File: src/rtl/idct_zigzag_block_loader.sv
// Zigzag-order coefficient loader for the IDCT stream wrapper. Two ping-pong
// 8x8 banks are filled from zigzag beats and drained as raster rows.
module idct_zigzag_block_loader #(
  parameter int COEF_W = 12
) (
  input  logic                  clock,
  input  logic                  reset,
  input  logic [COEF_W-1:0]     master_tdata,
  input  logic                  master_tvalid,
  input  logic                  master_tlast,
  output logic                  slave_tready,
  output logic [8*COEF_W-1:0]   slave_tdata,
  output logic                  slave_tvalid,
  input  logic                  master_tready,
  output logic                  tlast_err
);

  typedef enum logic {S_IDLE, S_SEND} state_t;

  localparam logic [5:0] ZZ [64] = '{
     0,  1,  8, 16,  9,  2,  3, 10, 17, 24, 32, 25, 18, 11,  4,  5,
    12, 19, 26, 33, 40, 48, 41, 34, 27, 20, 13,  6,  7, 14, 21, 28,
    35, 42, 49, 56, 57, 50, 43, 36, 29, 22, 15, 23, 30, 37, 44, 51,
    58, 59, 52, 45, 38, 31, 39, 46, 53, 60, 61, 54, 47, 55, 62, 63
  };

  logic [COEF_W-1:0] r_mem [2][64];
  logic [63:0]       r_valid [2];
  logic [1:0]        r_full;
  logic [5:0]        r_widx;
  logic              r_wb;
  logic [2:0]        r_rrow;
  logic              r_rb;
  state_t            r_state;

  logic              w_accept;
  logic              w_wrDone;
  logic [5:0]        w_wrPos;

  assign slave_tready = !r_full[r_wb];
  assign w_accept     = master_tvalid && slave_tready;
  assign w_wrPos      = ZZ[r_widx];
  assign w_wrDone     = master_tlast || (r_widx == 6'd63);

  // Positions never written in the current block read back as zero.
  function automatic logic [8*COEF_W-1:0] rowData(input logic bank, input logic [2:0] row);
    logic [8*COEF_W-1:0] v;
    logic [5:0]          idx;
    v = '0;
    for (int c = 0; c < 8; c++) begin
      idx = {row, 3'(c)};
      if (r_valid[bank][idx]) v[COEF_W*c +: COEF_W] = r_mem[bank][idx];
    end
    return v;
  endfunction

  always_ff @(posedge clock) begin
    if (!reset && w_accept) r_mem[r_wb][w_wrPos] <= master_tdata;
  end

  // Write and read sides always touch different banks, so their updates to
  // the full flags and valid masks never collide in the same cycle.
  always_ff @(posedge clock) begin
    if (reset) begin
      r_full       <= '0;
      r_valid[0]   <= '0;
      r_valid[1]   <= '0;
      r_widx       <= '0;
      r_wb         <= 1'b0;
      r_rrow       <= '0;
      r_rb         <= 1'b0;
      r_state      <= S_IDLE;
      slave_tdata  <= '0;
      slave_tvalid <= 1'b0;
      tlast_err    <= 1'b0;
    end else begin
      tlast_err <= w_accept && (r_widx == 6'd63) && !master_tlast;

      if (w_accept) begin
        r_valid[r_wb][w_wrPos] <= 1'b1;
        if (w_wrDone) begin
          r_full[r_wb] <= 1'b1;
          r_wb         <= !r_wb;
          r_widx       <= '0;
        end else begin
          r_widx <= r_widx + 6'd1;
        end
      end

      case (r_state)
        S_IDLE: begin
          if (r_full[r_rb]) begin
            slave_tdata  <= rowData(r_rb, 3'd0);
            slave_tvalid <= 1'b1;
            r_rrow       <= '0;
            r_state      <= S_SEND;
          end
        end
        S_SEND: begin
          if (master_tready) begin
            if (r_rrow == 3'd7) begin
              r_full[r_rb]  <= 1'b0;
              r_valid[r_rb] <= '0;
              r_rb          <= !r_rb;
              r_rrow        <= '0;
              // Chain straight into the other bank to avoid an output bubble.
              if (r_full[!r_rb]) begin
                slave_tdata <= rowData(!r_rb, 3'd0);
              end else begin
                slave_tvalid <= 1'b0;
                r_state      <= S_IDLE;
              end
            end else begin
              r_rrow      <= r_rrow + 3'd1;
              slave_tdata <= rowData(r_rb, r_rrow + 3'd1);
            end
          end
        end
        default: r_state <= S_IDLE;
      endcase
    end
  end

endmodule

File: config.mk
export PLATFORM = sky130hd
export DESIGN_NAME = idct_zigzag_block_loader
export DESIGN_NICKNAME = d
export VERILOG_FILES = /design/src/rtl/idct_zigzag_block_loader.sv
export SDC_FILE = /design/constraint.sdc
export NUM_CORES = 2
export LEC_CHECK = 0
export ABC_AREA = 1
export CAP_MARGIN = 20
export CORE_UTILIZATION = 50
export DETAILED_ROUTE_END_ITERATION = 8
export PLACE_DENSITY = 0.63
export SLEW_MARGIN = 25
export SYNTH_ARGS = -nofsm -noshare
export SYNTH_HDL_FRONTEND = slang
export SYNTH_SLANG_ARGS = --single-unit
File: constraint.sdc
create_clock -name clock -period 3.8 [get_ports clock]
set_clock_uncertainty 0.15 [all_clocks]
set_input_delay 0.76 -clock clock [delete_from_list [all_inputs] [get_ports clock]]
set_output_delay 0.76 -clock clock [all_outputs]
set_load 0.1 [all_outputs]
==> out/qor.yml <==
status: "complete, no violations"
leakage_nw: 36.2
max_cap_violations: 0
synth_top_area_share_pct: 58.3
cts_tree: "yes"
crit-reg2reg-launch: "r_widx[0]"
cpPeakStageDelay_ps: 450
slew_headroom_pct: 25.1
fin_crit_sh_pct: 92.1
ys.warnings.count: 0
p_total_w: 0.0429
fmax_mhz: 286
slowest_stage: "inv_1"
vdd_drop_max_uv: 526
synth.yosys.seq_area_share_pct: 64.4
grt_max_degree: 165
design_area_um2: 89000
whs_path_depth: 1
area_growth_syn_to_layout_pct: 12.4
layout_min_cycle_time_ps: 3500
port_buffers: 115
hold_viol: 0
yosysUniqueCellTypes: 35
clkTransAtPathRegs_ps: 60
htreeDepth: 4
synth_compound_area_share_pct: 3.04
grt_pass1_wl_um: 365000
arrival_ps: 3790
mostFrequentLayoutCells: "nand2_1, edfxtp_1, nand3_1"
postRouteAntennaNets: 0
min-delay-start: "master_tdata[3]"
post_cts_resized: 0
post-cts-setup-buffers: 0
synth_area_leaders: "edfxtp_1, nand2_1, nand3_1"
synth_seq_cells: 1777
drc: 0
synth_nets: 8461
setup_tns_ps: 0
yosysTopAreaCell: "edfxtp_1"
utilization_pct: 56.8
yosys.area_share.simple_pct: 26.1
wire_per_inst_um: 23.4
die_w_um: 400
hpwl_um: 151000
r2r_end: "r_mem[0][688]"
core-area_um2: 157000
swShare_pct: 24.2
finalNonFillerCells: 10637
critPathLaunchType: "flop"
worstSetupEndpointType: "flop"
die-area_um2: 160000
p_clk_share_pct: 42.2
grt_pass1_vias: 57389
synthArstFlopShare_pct: 0
num_vias: 59909
cts_inserted_buffers: 180
start_util_pct: 50.5
viasPerCell: 5.63
syn_avg_cell_area_um2: 9.40
cp_common_cell: "nand3_1"
gp_congestion: 0.894
layout-drive-gt1-share_pct: 8.61
drv_slew: 0
synth_ff_type: "edfxtp_1"
required_ps: 4090
fillers: 13623
reg2reg_slack_ps: 300
place_area_um2: 83000
grt_usage_pct: 31.0
layout_commonest_cell: "nand2_1"
multi_input_area_um2: 23500
switching_power_w: 0.0104
worstSkewPairLatency_ps: 800
synthXorXnorAreaFrac_pct: 0.0111
synth_top_family_by_area: "simple AND/OR/NAND/NOR gates"
power.internal_w: 0.0325
regArea_um2: 51000
synthAdderAreaFrac_pct: 0.379
row_count: 145
synth_enable_flop_cells: 1536
syn_inst: 8420
pin_count: 116
fp.dieH_um: 400
critPathLaunch: "r_widx[0]"
drt_wl_total_um: 248000
worstRegToRegCells: 12
gr-total-overflow: 0
netlist_area_um2: 79200
p_per_area_nw_per_um2: 482
rsz0062_at_grt: "no"
hp-class: "in -> reg"
dr.pass1.iters: 8
critPathKind: "reg -> reg"
holdPathEnd: "r_mem[0][207]"
drtIter0Drc: 7433
path_max_fanout: 12
root_buffer: "clkbuf_16"
nets: 8462
seqPwrFrac_pct: 50.1
clk_path_buf_depth: 3
tightest_slew_ps: 1120
cts_hold_buffers: 0
setup_violations: 0
antenna_found_initial: 5
crit_chain: "inv_2 -> ha_1 -> inv_1 -> nand2_1 -> nand3_1 -> nand3_1 -> nand2_1 -> nand2_4 -> nand3_1 -> inv_1 -> nand3_1 -> inv_1"
dp_cells: 10297
synth_mux_area_share_pct: 0
combinationalPowerShare_pct: 7.7
clock-sinks: 1777
[worst max-delay path: cells and delay by family, from the launching register on]
kind / cells / cell delay, ps
adder cells (fa/ha/maj): 1 / 370
buffers and inverters: 4 / 1040
flip-flops: 1 / 340
AND/OR/NAND/NOR: 7 / 1230
[registers in the layout, indices dropped and copies added, names as in the netlist, named ones only]
| name | flops |
|---|---|
| r_rb | 1 |
| r_mem | 1536 |
| r_state | 1 |
| r_full | 2 |
| slave_tdata | 96 |
| r_valid | 128 |
| r_wb | 1 |
| slave_tvalid | 1 |
| r_rrow | 3 |
| r_widx | 6 |
| tlast_err | 1 |
[power groups by stage]
stage | logic [W] | registers, W | clock network, W
final | 0.00331 | 0.0215 | 0.0181
after global routing | 0.00345 | 0.0215 | 0.0190
after CTS | 0.00327 | 0.0215 | 0.0182
after detailed placement | 0.00326 | 0.0219 | 0
after global placement | 0.00325 | 0.0219 | 0
after floorplan | 0.00105 | 0.0226 | 0
[how the worst max path moves through the flow]
stage,end
2_1_floorplan,r_mem[0][144]
3_3_place_gp,r_mem[0][479]
3_5_place_dp,r_mem[0][478]
4_1_cts,r_mem[0][695]
5_1_grt,r_mem[0][302]
6_report,r_mem[0][688]
[area by class of cell]
class                           instances  share of cell area [%]
Sequential cell                      1777                    57.3
Multi-Input combinational cell       5443                    26.4
Clock buffer                          257                    5.79
Timing Repair Buffer                  334                    3.79
Inverter                              685                    2.93
Tap cell                             2058                    2.89
Clock inverter                         80                   0.977
Antenna cell                            3                 0.00843
[layer usage]
| layer | vias up | share of wire (%) | global-route usage [%] |
|---|---|---|---|
| met5 | - | 0.0028 | 0 |
| met2 | 2823 | 46 | 49.0 |
| met1 | 28795 | 41 | 41.8 |
| met3 | 573 | 8.8 | 5.50 |
| li1 | 27716 | - | - |
| met4 | 2 | 4.8 | 13.8 |
[Yosys cell counts (3+ instances only)]
master	count
nor3_1	5
nand3_1	1213
buf_4	6
a21oi_1	333
nand4_1	40
nand2_4	3
inv_1	674
buf_2	134
nand2_2	9
nor2_4	16
o21ai_0	115
nor2_1	436
dfxtp_1	241
nand2_1	3092
ha_1	24
clkbuf_1	277
nor2_2	7
buf_1	83
edfxtp_1	1536
buf_6	14
inv_2	9
o21ai_1	7
o211ai_1	12
or2_2	120
[per-stage QoR]
stage / hold slack [ps] / setup WS, ps
4_1_cts: 136 / 317
2_1_floorplan: 290 / 374
3_3_place_gp: 297 / 248
3_5_place_dp: 301 / 152
5_1_grt: 138 / 96.1
6_report: 173 / 301
[kinds of logic (layout without fill, tap and decap cells)]
family | count (synthesis) | in the layout
and+or+nand+nor | 4946 | 4946
DFF | 1777 | 1777
buffers and inverters | 1200 | 1356
AOI/OAI and AO/OA | 472 | 472
adders and majority gates | 24 | 24
xor gates and xnor gates | 1 | 1
other | 0 | 3
Power figures use the tool's default switching activity.
